--- src/rtl/aes_job_ctrl.sv ---
// aes_job_ctrl
// Job sequencer for the shared-S-box AES-256 core. It accepts a descriptor from
// the host and resets the core. It then loads 32 key bytes, either streamed from
// the host or replayed from the local key cache, followed by 16 state bytes. It
// starts the core, captures the ciphertext and streams it back out MSB-first.
// This block is the only master of the core's load and start pins.
//
// Build option: AES_CTRL_KEY_CACHE_EN
//   defined   - 256-bit key cache; nk=0 jobs replay the last streamed key
//   undefined - no cache storage; every nk=0 descriptor is rejected with err
//
// Ports
//   clk, rst_n                             clock, synchronous active-low reset
//   job_valid, job_new_key, job_ready      descriptor handshake
//   in_valid, in_byte, in_ready            host byte stream (key bytes, then block bytes)
//   out_valid, out_byte, out_last, out_ready  ciphertext byte stream
//   busy, err                              status; err is a one-cycle reject pulse
//   core_rst_n                             registered reset to the core
//   core_key_valid/byte/ready              core key load handshake
//   core_state_valid/byte/ready            core state load handshake
//   core_start, core_done, core_state_out  core run control and result
//
// state | meaning
// IDLE  | waiting for a descriptor; nk=0 without a cached key is rejected here
// CRST  | core reset held low for one cycle
// KEY   | 32 key byte transfers (host pass-through or cache replay)
// BLK   | 16 state byte transfers from the host
// GO    | wait for the core to report full, then pulse start
// RUN   | wait for core_done, capture the ciphertext
// OUT   | stream 16 ciphertext bytes
module aes_job_ctrl (
   input  logic         clk,
   input  logic         rst_n,
   input  logic         job_valid,
   input  logic         job_new_key,
   output logic         job_ready,
   input  logic         in_valid,
   input  logic [7:0]   in_byte,
   output logic         in_ready,
   output logic         out_valid,
   output logic [7:0]   out_byte,
   output logic         out_last,
   input  logic         out_ready,
   output logic         busy,
   output logic         err,
   output logic         core_rst_n,
   output logic         core_key_valid,
   output logic [7:0]   core_key_byte,
   input  logic         core_key_ready,
   output logic         core_state_valid,
   output logic [7:0]   core_state_byte,
   input  logic         core_state_ready,
   output logic         core_start,
   input  logic         core_done,
   input  logic [127:0] core_state_out
);

   typedef enum logic [2:0] {
      IDLE = 3'd0,
      CRST = 3'd1,
      KEY  = 3'd2,
      BLK  = 3'd3,
      GO   = 3'd4,
      RUN  = 3'd5,
      OUT  = 3'd6
   } state_t;

   state_t         state, state_nxt;
   logic           nk, nk_nxt;
   logic [4:0]     kc, kc_nxt;
   logic [3:0]     bc, bc_nxt;
   logic [3:0]     oc, oc_nxt;
   logic [127:0]   obuf, obuf_nxt;
   logic           err_nxt;
   logic           start_nxt;
   logic           key_xfer;
   logic           key_avail;
   logic [7:0]     replay_byte;

`ifdef AES_CTRL_KEY_CACHE_EN
   logic [7:0]     cache_mem [32];
   logic           cache_vld;
   logic           cache_wr;

   assign key_avail   = cache_vld;
   assign replay_byte = cache_mem[kc];
   assign cache_wr    = (state == KEY) && nk && key_xfer;

   // Storage only; validity is tracked separately so the array needs no reset.
   always_ff @(posedge clk) begin
      if (rst_n && cache_wr) begin
         cache_mem[kc] <= in_byte;
      end
   end

   // The key becomes usable only once all 32 bytes have been streamed.
   always_ff @(posedge clk) begin
      if (!rst_n) begin
         cache_vld <= 1'b0;
      end else if (cache_wr && (kc == 5'd31)) begin
         cache_vld <= 1'b1;
      end
   end
`else
   assign key_avail   = 1'b0;
   assign replay_byte = 8'h00;
`endif

   // The ciphertext is shifted out of the top byte, so the byte on the bus is
   // always a flop output and obuf drains back to zero after the last byte.
   assign out_byte = obuf[127:120];

   always_ff @(posedge clk) begin
      if (!rst_n) begin
         state      <= IDLE;
         nk         <= 1'b0;
         kc         <= 5'd0;
         bc         <= 4'd0;
         oc         <= 4'd0;
         obuf       <= 128'd0;
         job_ready  <= 1'b0;
         busy       <= 1'b0;
         err        <= 1'b0;
         core_rst_n <= 1'b0;
         core_start <= 1'b0;
         out_valid  <= 1'b0;
         out_last   <= 1'b0;
      end else begin
         state      <= state_nxt;
         nk         <= nk_nxt;
         kc         <= kc_nxt;
         bc         <= bc_nxt;
         oc         <= oc_nxt;
         obuf       <= obuf_nxt;
         job_ready  <= (state_nxt == IDLE);
         busy       <= (state_nxt != IDLE);
         err        <= err_nxt;
         core_rst_n <= (state_nxt != CRST);
         core_start <= start_nxt;
         out_valid  <= (state_nxt == OUT);
         out_last   <= (state_nxt == OUT) && (oc_nxt == 4'd15);
      end
   end

   always_comb begin
      state_nxt        = state;
      nk_nxt           = nk;
      kc_nxt           = kc;
      bc_nxt           = bc;
      oc_nxt           = oc;
      obuf_nxt         = obuf;
      err_nxt          = 1'b0;
      start_nxt        = 1'b0;
      key_xfer         = 1'b0;
      in_ready         = 1'b0;
      core_key_valid   = 1'b0;
      core_key_byte    = 8'h00;
      core_state_valid = 1'b0;
      core_state_byte  = 8'h00;

      case (state)
         IDLE: begin
            if (job_valid && job_ready) begin
               nk_nxt = job_new_key;
               if (!job_new_key && !key_avail) begin
                  err_nxt = 1'b1;
               end else begin
                  state_nxt = CRST;
               end
            end
         end

         CRST: begin
            kc_nxt    = 5'd0;
            state_nxt = KEY;
         end

         KEY: begin
            if (nk) begin
               core_key_valid = in_valid;
               core_key_byte  = in_byte;
               in_ready       = core_key_ready;
            end else begin
               core_key_valid = 1'b1;
               core_key_byte  = replay_byte;
            end
            key_xfer = core_key_valid && core_key_ready;
            if (key_xfer) begin
               kc_nxt = kc + 5'd1;
               if (kc == 5'd31) begin
                  bc_nxt    = 4'd0;
                  state_nxt = BLK;
               end
            end
         end

         BLK: begin
            core_state_valid = in_valid;
            core_state_byte  = in_byte;
            in_ready         = core_state_ready;
            if (in_valid && core_state_ready) begin
               bc_nxt = bc + 4'd1;
               if (bc == 4'd15) begin
                  state_nxt = GO;
               end
            end
         end

         // The core drops both readies only once key and state are full.
         GO: begin
            if (!core_key_ready && !core_state_ready) begin
               start_nxt = 1'b1;
               state_nxt = RUN;
            end
         end

         RUN: begin
            if (core_done) begin
               obuf_nxt  = core_state_out;
               oc_nxt    = 4'd0;
               state_nxt = OUT;
            end
         end

         OUT: begin
            if (out_valid && out_ready) begin
               obuf_nxt = {obuf[119:0], 8'h00};
               oc_nxt   = oc + 4'd1;
               if (oc == 4'd15) begin
                  state_nxt = IDLE;
               end
            end
         end

         default: begin
            state_nxt = IDLE;
         end
      endcase
   end

endmodule
--- config.mk ---
export PLATFORM = sky130hd
export DESIGN_NAME = aes_job_ctrl
export DESIGN_NICKNAME = d
export VERILOG_FILES = /design/src/rtl/aes_job_ctrl.sv
export SDC_FILE = /design/constraint.sdc
export NUM_CORES = 1
export LEC_CHECK = 0
export BUFFER_PORTS_ARGS = -buffer_cell sky130_fd_sc_hd__buf_4
export CAP_MARGIN = 40
export CELL_PAD_IN_SITES_DETAIL_PLACEMENT = 1
export CELL_PAD_IN_SITES_GLOBAL_PLACEMENT = 2
export CORE_MARGIN = 1.5
export CORE_UTILIZATION = 35
export DETAILED_ROUTE_END_ITERATION = 12
export GPL_ROUTABILITY_DRIVEN = 0
export GPL_TIMING_DRIVEN = 0
export PLACE_DENSITY = 0.89
export SLEW_MARGIN = 10
export SYNTH_ARGS = -nofsm -noshare
export SYNTH_HDL_FRONTEND = slang
export SYNTH_SLANG_ARGS = --single-unit
--- constraint.sdc ---
create_clock -name clk -period 2.6 [get_ports clk]
set_clock_uncertainty 0.05 [all_clocks]
set_input_delay 0 -clock clk [delete_from_list [all_inputs] [get_ports clk]]
set_output_delay 0 -clock clk [all_outputs]
set_load 0.02 [all_outputs]
After elaboration in Yosys (flattened, before gate mapping). Cells that the tools add are included.

Flip-flop bits (word level): 152. Input port bits: 145. Word-level logic and storage cells: 87.

Mux-type cells: 34. Add/sub/neg operators: 3. Reduce and logical (&&, ||, !) cells: 20. Equal/unequal tests: 17.

Operators with widths (count): 128-bit two-way mux (2); 128-bit case mux with 2 select lines (1); 3-bit two-way mux (10); 8-bit two-way mux (3); 3-bit case mux with 7 select lines (1); 4-bit two-way mux (5); 4-bit case mux with 2 select lines (2); 3-bit == test (second input constant) (4); 4-bit == test (second input constant) (3); 2-bit != test (second input constant) (5); 5-bit case mux with 2 select lines (1); 4-bit by 1-bit adder with 4-bit output (second input constant) (2); 1-bit two-way mux (7); 3-bit by 2-bit == test with 1-bit output (second input constant) (2); 1-bit logical AND (6); 3-bit zero test (2); 2-bit AND reduction (3); 3-bit AND reduction (2); 2-bit nonzero test (3); 5-bit by 1-bit adder with 5-bit output (second input constant) (1); 5-bit == test (second input constant) (1); 5-bit two-way mux (1); 4-bit AND reduction (1); 3-bit by 1-bit == test with 1-bit output (second input constant) (1); other kinds (4) (5).

Logic depth before layout (Yosys ltp). Gate-level depths: netlist of run 1.

Depth after elaboration: 7. Gate-level depth with buffers: 9. Gate-level depth less buffers: 7.

Worst setup path after synthesis of run 1. OpenSTA, ideal clock, no wires.

Kind: reg2reg. Start point: register kc[0]. End point: register bc[3]. Library setup time: 0.070 ns. Stages on the path, launching flop included: 8. Path buffers: 0. Setup slack: 0.975 ns. Arrival: 1.505 ns. Cells stage by stage: dfxtp_1 > ha_1 > and3_1 > ha_1 > and4_4 > nor2_2 > or3_1 > a21oi_1.

Cells in the longest elaborated chain, start to end: 3.

Ends and longest elaborated chain: start, declared (line 70) `logic [4:0] kc, kc_nxt;`; start signal, assigned (line 131) `kc <= kc_nxt;`; 5-bit == test (line 190) `if (kc == 5'd31) begin`; 2-bit != test (no line); 4-bit AND reduction (no line); end signal, assigned (line 132) `bc <= bc_nxt;`; end, declared (line 71) `logic [3:0] bc, bc_nxt;`.

No other way between the ends. A chain may end at the register's enable or synchronous reset.

Final worst setup path of run 1.
Start point: register state[1]. End point: register obuf[89].

Cells in the longest elaborated chain, start to end: 3.

Ends and longest elaborated chain: start, declared (line 68) `state_t state, state_nxt;`; start signal, assigned (line 129) `state <= state_nxt;`; 3-bit == test (line 161) `case (state)`; 2-bit != test (no line) or 2-bit nonzero test (tied branches); 3-bit AND reduction (no line); end signal, assigned (line 134) `obuf <= obuf_nxt;`; end, declared (line 73) `logic [127:0] obuf, obuf_nxt;`.

Several ways; a longest one is shown, not always the timed one.

==> impl_results.md, run 1 <==
- Min-delay worst type: input pin to flop
- Peak supply drop: between 0.0004 and 0.0005 V
- IO Pins: between 150 and 200
- DIE HEIGHT: about 150 um
- Initial Utilization: 0.3562
- Fillcell total: about 2.2k
- Worst slack, placed: slightly below 0.6 ns
- CTS tree: yes
- Max cap viols: 0
- Post-Place Cell Area: around 9000 um2
- Hold path depth: 4
- Worst Slack Setup Final: approximately 0.56 ns
- Final period util: 0.7862
- H-tree depth: 4
- Leak pwr: 6.701 nW
- Port Buffer Count: approximately 180
- Endpoints failing setup: 0
- Initial DRC count: around 210
- Status: finished clean
- GR Util All Layers: 0.2268
- Final antenna-violating net count: 0
- Number of synthesized register bits: approximately 150
- Detailed-route via count: 6728
- Worst hold path startpoint: core_key_ready
- Dpl hpwl: about 15000 um
- DIE AREA: between 20000 and 25000 um2
- Core area: 20230 um2
- Max frequency: about 490 MHz
- Pwr dens: 501.2 nW/um2
- Pin count of the biggest net entering global routing: 17
- CTS sink count: around 150
- Vias per cell: roughly 5
- Slew at the pin with the worst max-slew slack: 0.6986 ns
- Worst-path clk slew: roughly 0.060 ns
- Total wire length: 24140 um
- Seq/Total Area, Yosys: 0.4222
- Commonest non-fill, non-tap cells in the layout: buf_4, dfxtp_1, nand2_1
- CTS buffer count: 17
- Fin nets: 1210
- Syn-to-layout area delta: 50.38%
- Worst Path Required: ~2.9 ns
- Grt ovf: 0
- Syn Area/Cell: between 9 and 10 um2
- Global-route wire length before repair: ~39000 um
- Die width: about 150 um
- CP Capture Type: flop
- FF-to-FF setup slack: around 0.56 ns
- Number of global-route vias before repair: approximately 7.4k
- Mapped Area: about 7200 um2
- Share of cells above drive strength 1: 0.2432
- Synth Warn #: 0
- Worst Setup Path Type: flop to flop
- Final Hold Vio Count: 0
- Hold endpoint: state[2]$_SDFF_PN0_
- Root buf cell: clkbuf_16
- Number of setup buffers added after CTS: 0
- R2R Path End: obuf[89]$_SDFFE_PN0P_
- Post-synthesis cell count: roughly 730
- Net Count, Synth: 878
- FP Rows: 52
- Data arrival, critical path: approximately 2.3 ns
- Reg2Reg Depth: 8
- Slew Limit Fails: 0
- Final instance area: 10840 um2
- Unique masters post-synth: 44
- WL/cell: about 18 um
- DRC viols: 0
- Hold slack final: between 0.05 and 0.06 ns
- Most common cell after layout, fill and taps aside: buf_4
- RSZ-0062 raised after global routing: no
- Critical-path maximum fanout: 10
- Total power: approximately 5.4 mW
- CTS resizes: 0
- Reg2reg start: state[1]$_SDFF_PN0_
- DR pass1 iterations: 5
- Antenna violations before repair: 1
- Relative slew slack: 0.5343
- Fin Setup TNS: 0 ns
- Clock Path Buffers: 2
- Final min period: 2.044 ns
- Clk_lat worst skew: between 0.4 and 0.5 ns
- Critical Path Start Type: flop
## worst max path at each step
stage	start	end	slack [ns]	cells past startpoint
floorplan	kc[0]$_SDFFE_PN0P_	bc[3]$_SDFFE_PN0P_	0.97	7
global placement	state[1]$_SDFF_PN0_	obuf[88]$_SDFFE_PN0P_	0.65	8
detailed placement	state[0]$_SDFF_PN0_	obuf[23]$_SDFFE_PN0P_	0.59	8
CTS	state[0]$_SDFF_PN0_	core_state_byte[1]	0.57	6
global route	state[1]$_SDFF_PN0_	obuf[55]$_SDFFE_PN0P_	0.36	8
finish	state[1]$_SDFF_PN0_	obuf[89]$_SDFFE_PN0P_	0.56	8
## flip-flops by register name, indices dropped and copies added, names as in the netlist, 3 cells and up
signal / cells
obuf: 128
kc: 5
bc: 4
oc: 4
state: 3
## cells in the mapped netlist
cell type / count / area [um2]
and4_4: 1 / 11.26
nor3b_4: 1 / 18.77
o211ai_1: 1 / 7.510
o22ai_1: 2 / 12.51
or3_1: 1 / 6.260
nor2b_1: 14 / 87.58
and3_1: 9 / 56.30
nand4_1: 2 / 12.51
o211a_1: 120 / 1201
o21ba_2: 1 / 10.01
a32o_1: 2 / 20.02
and4_1: 1 / 8.760
and2_1: 16 / 100.1
nand3b_1: 3 / 22.52
mux2i_1: 122 / 1221
buf_2: 24 / 120.1
o21bai_1: 1 / 7.510
nand2_1: 138 / 518.0
or2_2: 1 / 6.260
a31oi_1: 1 / 6.260
inv_1: 1 / 3.750
nor3b_1: 3 / 22.52
nand2b_1: 3 / 18.77
a21oi_1: 4 / 20.02
xnor2_1: 2 / 17.52
a21boi_0: 6 / 45.04
o2111ai_1: 1 / 8.760
a2bb2oi_1: 1 / 8.760
dfxtp_1: 152 / 3043
nor2_2: 1 / 6.260
xor2_1: 1 / 8.760
o21ai_0: 5 / 25.02
clkbuf_4: 3 / 22.52
buf_6: 3 / 33.78
nor3_1: 6 / 30.03
o21a_1: 1 / 7.510
ha_1: 4 / 50.05
buf_4: 17 / 127.6
nand3_1: 8 / 40.04
a22oi_1: 8 / 60.06
clkbuf_1: 24 / 90.09
o2bb2a_2: 1 / 11.26
nor4_1: 1 / 6.260
nor2_1: 12 / 45.04
## stage by stage
stage,cells,util
floorplan,729,-
global placement,1177,0.4389
detailed placement,1177,0.4389
CTS,1343,0.5355
global route,1344,0.5356
finish,1344,0.5356
## critical path, stage by stage, from the launching register on
cell and delay, ns:
dfxtp_1 0.31, buf_6 0.13, nor2b_1 0.20, a32o_1 0.18, and2_1 0.15, buf_4 0.18
clkbuf_1 0.39, nand2_1 0.17, o211a_1 0.18
## routing by layer
| metal | GRT usage | up-vias | routed length (um) |
|---|---|---|---|
| met3 | 0.04344 | 35 | 820 |
| met1 | 0.2740 | 3254 | 10850 |
| met4 | 0.07273 | 0 | 511 |
| met2 | 0.4040 | 160 | 11960 |
| met5 | 0 | - | 0 |
| li1 | - | 3279 | - |
## power by group
group | total, mW | internal [mW] | switching, mW
combinational | 0.532 | 0.332 | 0.199
clock | 2.56 | 1.56 | 1.00
sequential | 2.34 | 2.33 | 0.00307
## cell families after synthesis
| group | count (synthesis) | share of synthesized area |
|---|---|---|
| and+or+nand+nor | 221 | 0.1411 |
| adders and majority gates | 4 | 0.006945 |
| DFF | 152 | 0.4222 |
| muxes | 122 | 0.1694 |
| AOI/OAI and AO/OA | 155 | 0.2014 |
| xor gates and xnor gates | 3 | 0.003646 |
| buffers and inverters | 72 | 0.05521 |
## final cells by class
cell class              count  area, um2  share of cell area
clock inverters            11      146.4             0.01351
well taps                 270      337.8             0.03117
multi-input cells         505       3766              0.3475
clock buffers              20      456.7             0.04214
diodes                      1      2.502           0.0002309
plain buffers              71      394.1             0.03637
repair buffers            313       2688              0.2480
inverters                   1      3.754           0.0003463
flip-flops and latches    152       3043              0.2808
## timing repair
action | CTS | global route
hold buffers | 135 | 0
endpoints found under the setup margin | 0 | 0
hold endpoints to repair | 138 | 0
Note: power is estimated with default switching activity, not from simulation.
==> run 2, diff against run 1 <==
Settings changed: CORE_UTILIZATION 35 to 30, PLACE_DENSITY 0.89 to 0.81.
Clock period 2.6 ns to 1.65 ns, I/O delays scaled along.
==> run 2 against run 1 <==
Against the previous run: the flow now finishes with violations (setup timing); combinational power grew 70%; register-to-register slack worse by 0.64 ns; highest routed layer unchanged; largest cell class unchanged; non-clock buffer count rose by 29; setup slack got worse by 0.64 ns; die area up 16%; sequential cell count unchanged; final cell count increased by 6.0%; sequential power is 57% higher.
==> impl_results.md, run 2 (synthesized netlist as in run 1, its figures left out) <==
- Root buf cell: clkbuf_16
- CP max-delay cell: dfxtp_4
- Clk_lat worst skew: 0.42 ns (about the same)
- RSZ-0062 raised after global routing: yes
- GR Layer Usage met1: 0.2502 (-0.02388)
- Initial Utilization: 0.3061 (-0.05005)
- Slew Limit Fails: 0 (unchanged)
- Worst-path clk slew: 0.07 ns (about the same)
- DRC viols: 0 (unchanged)
- Commonest non-fill, non-tap cells in the layout: buf_4, dfxtp_1, dlygate4sd3_1
- H-tree depth: 4 (unchanged)
- Slew at the pin with the worst max-slew slack: 0.7441 ns (+0.04548 ns)
- CTS tree: yes
- Share of power burned in combinational logic: 0.110 (+0.012)
- Max frequency: 575.9 MHz (+18%)
- Int Pwr: 6.178 mW (+46%)
- DR pass1 iterations: 4 (-1)
- Grt peak-use layer: met2
- DIE AREA: 24960 um2 (+16%)
- CTS buffer count: 17 (unchanged)
- Leak pwr: 6.997 nW (+4.4%)
- Min-delay worst type: input pin to flop
- Failing checks: setup timing
- Global-route wire length before repair: 38870 um (+0.72%)
- Dpl hpwl: 15690 um (+2.5%)
- Data arrival, critical path: 2.05 ns (-0.25 ns)
- Critical Path Start Type: flop
- Pwr dens: 683.2 nW/um2 (+36%)
- Die width: 158.0 um (+7.9%)
- WL/cell: 18.15 um (+1.0%)
- FP Rows: 56 (+7.7%)
- Status: finished, violations left
- Initial DRC count: 271 (+28%)
- Peak supply drop: 0.0005624 V (+31%)
- Largest regs: obuf: 128 flops, kc: 5 flops
- Worst Slack Setup Final: -0.08635 ns (-0.6422 ns)
- Most common cell after layout, fill and taps aside: buf_4
- Critical-path maximum fanout: 6 (-4)
- DIE HEIGHT: 158.0 um (+7.9%)
- CP Capture Type: flop
- Vias per cell: 4.845 (-3.2%)
- Final Hold Vio Count: 0 (unchanged)
- CP peak stage delay: 0.36 ns (-0.03 ns)
- Grt ovf: 0 (unchanged)
- GR Util met3: 0.03039 (-0.01305)
- Total wire length: 25840 um (+7.0%)
- Fillcell total: 2586 (+16%)
- Final antenna-violating net count: 0 (unchanged)
- Fin nets: 1240 (+2.5%)
- Util after Layout: 0.5103 (-0.02536)
- Switching share of power: 0.2472 (+0.02526)
- Largest delay contributor family on the critical path: simple AND/OR/NAND/NOR gates
- Final min period: 1.736 ns (-0.3078 ns)
- Antenna violations before repair: 1 (unchanged)
- Pin count of the biggest net entering global routing: 17 (unchanged)
- GR Util All Layers: 0.2022 (-0.02455)
- Detailed-route via count: 6899 (+2.5%)
- Fin Setup TNS: -2.422 ns (-2.422 ns)
- Crit-path cells: buf_6, nor3b_4, buf_4, and4_4, nor2_2, or3_1, a21oi_2
- Relative slew slack: 0.5040 (-0.03032)
- Met2 Usage GRT: 0.3538 (-0.05023)
- Share of power burned in registers: 0.449 (+0.019)
- Syn-to-layout area delta: 66.68%
- Number of global-route vias before repair: 7376 (-0.71%)
- Port Buffer Count: 178 (unchanged)
- Clock Path Buffers: 2 (unchanged)
- Final period util: 1.052 (+0.2661)
- Total power: 8.207 mW (+51%)
- Worst Path Required: 1.96 ns (-0.90 ns)
- IO Pins: 179 (unchanged)
- CTS sink count: 152 (unchanged)
- NetSw: 2.029 mW (+68%)
- Most flops, register: obuf
- Clock power share: 0.442 (-0.030)
- Max cap viols: 0 (unchanged)
- DP Cell Count: 1226 (+4.2%)
- Endpoints failing setup: 79 (+79)
- Share of cells above drive strength 1: 0.3306 (+0.08737)
- Core area: 23540 um2 (+16%)
- Worst Setup Path Type: flop to flop
- Buf+Inv Stages, Crit Path: 2 (-1)
- Max reg flops: 128 (unchanged)
- Fin cells: 1424 (+6.0%)
[run 2: changes by cell type in the layout (fill, tap and decap cells not counted), moves of 6 or more]
cell and delta:
buf_2 -23, buf_6 +23, mux2i_1 -18, nand2_1 -17
nand2_2 +17, buf_12 +13, mux2i_2 +12, clkbuf_16 +11
buf_8 +9, clkbuf_1 -6, mux2i_4 +6
[run 2: path summary, 6_finish.rpt]
| check | startpoint | to | slack, ns | cells past startpoint |
|---|---|---|---|---|
| setup reg to reg | state[0]$_SDFF_PN0_ | bc[3]$_SDFFE_PN0P_ | -0.09 | 7 |
| setup / recovery | state[0]$_SDFF_PN0_ | bc[3]$_SDFFE_PN0P_ | -0.09 | 7 |
| hold reg to reg | bc[1]$_SDFFE_PN0P_ | bc[1]$_SDFFE_PN0P_ | 0.44 | 2 |
| hold / removal | in_valid | bc[0]$_SDFFE_PN0P_ | 0.09 | 5 |
[run 2: cell type report]
| type | count | area, um2 | area share |
|---|---|---|---|
| antenna | 1 | 2.502 | 0.0002083 |
| buffer | 70 | 788.3 | 0.06562 |
| clock buffer | 19 | 432.9 | 0.03604 |
| clock inverter | 13 | 97.59 | 0.008124 |
| inverter | 1 | 3.754 | 0.0003125 |
| multi-input combinational | 506 | 4085 | 0.3401 |
| sequential | 152 | 3054 | 0.2542 |
| tap | 319 | 399.1 | 0.03323 |
| timing repair buffer | 343 | 3149 | 0.2622 |
[run 2: worst min-delay path, cell delays in order]
cell and delay, ns:
buf_4 0.12, nand2_1 0.16, nor3_1 0.07, a21oi_1 0.12, nor2b_1 0.05
[run 2: per-stage QoR]
stage               setup slack, ns  instance area [um2]  hold WS, ns
detailed placement          -0.3469                 8942       0.1286
global route                -0.1696                12010      0.09582
finish                     -0.08635                12010      0.09055
CTS                        -0.09109                11370      0.03691
floorplan                   0.02489                 7207      0.02580
global placement            -0.3320                 8942       0.1263
[run 2: what timing repair did]
item                                   CTS  global route
resized for setup                      117            99
gates cloned                             3            10
endpoints found under the hold margin  138             0
pin swaps                               11            14
hold buffers                           134             0
setup endpoints to repair              147           146
setup buffers                           10             9
[run 2: power by group through the flow]
stage / logic, mW / clock network [mW] / registers (mW)
after floorplan: 0.183 / 0 / 3.77
after global placement: 0.562 / 0 / 3.77
after detailed placement: 0.565 / 0 / 3.77
after CTS: 0.843 / 3.71 / 3.68
after global routing: 0.964 / 3.86 / 3.68
final: 0.902 / 3.62 / 3.68
[run 2: per-layer routing]
| metal | vias to the layer above | share of wire |
|---|---|---|
| li1 | 3363 | - |
| met1 | 3344 | 0.45 |
| met2 | 156 | 0.50 |
| met3 | 36 | 0.029 |
| met4 | 0 | 0.019 |
| met5 | - | 0 |
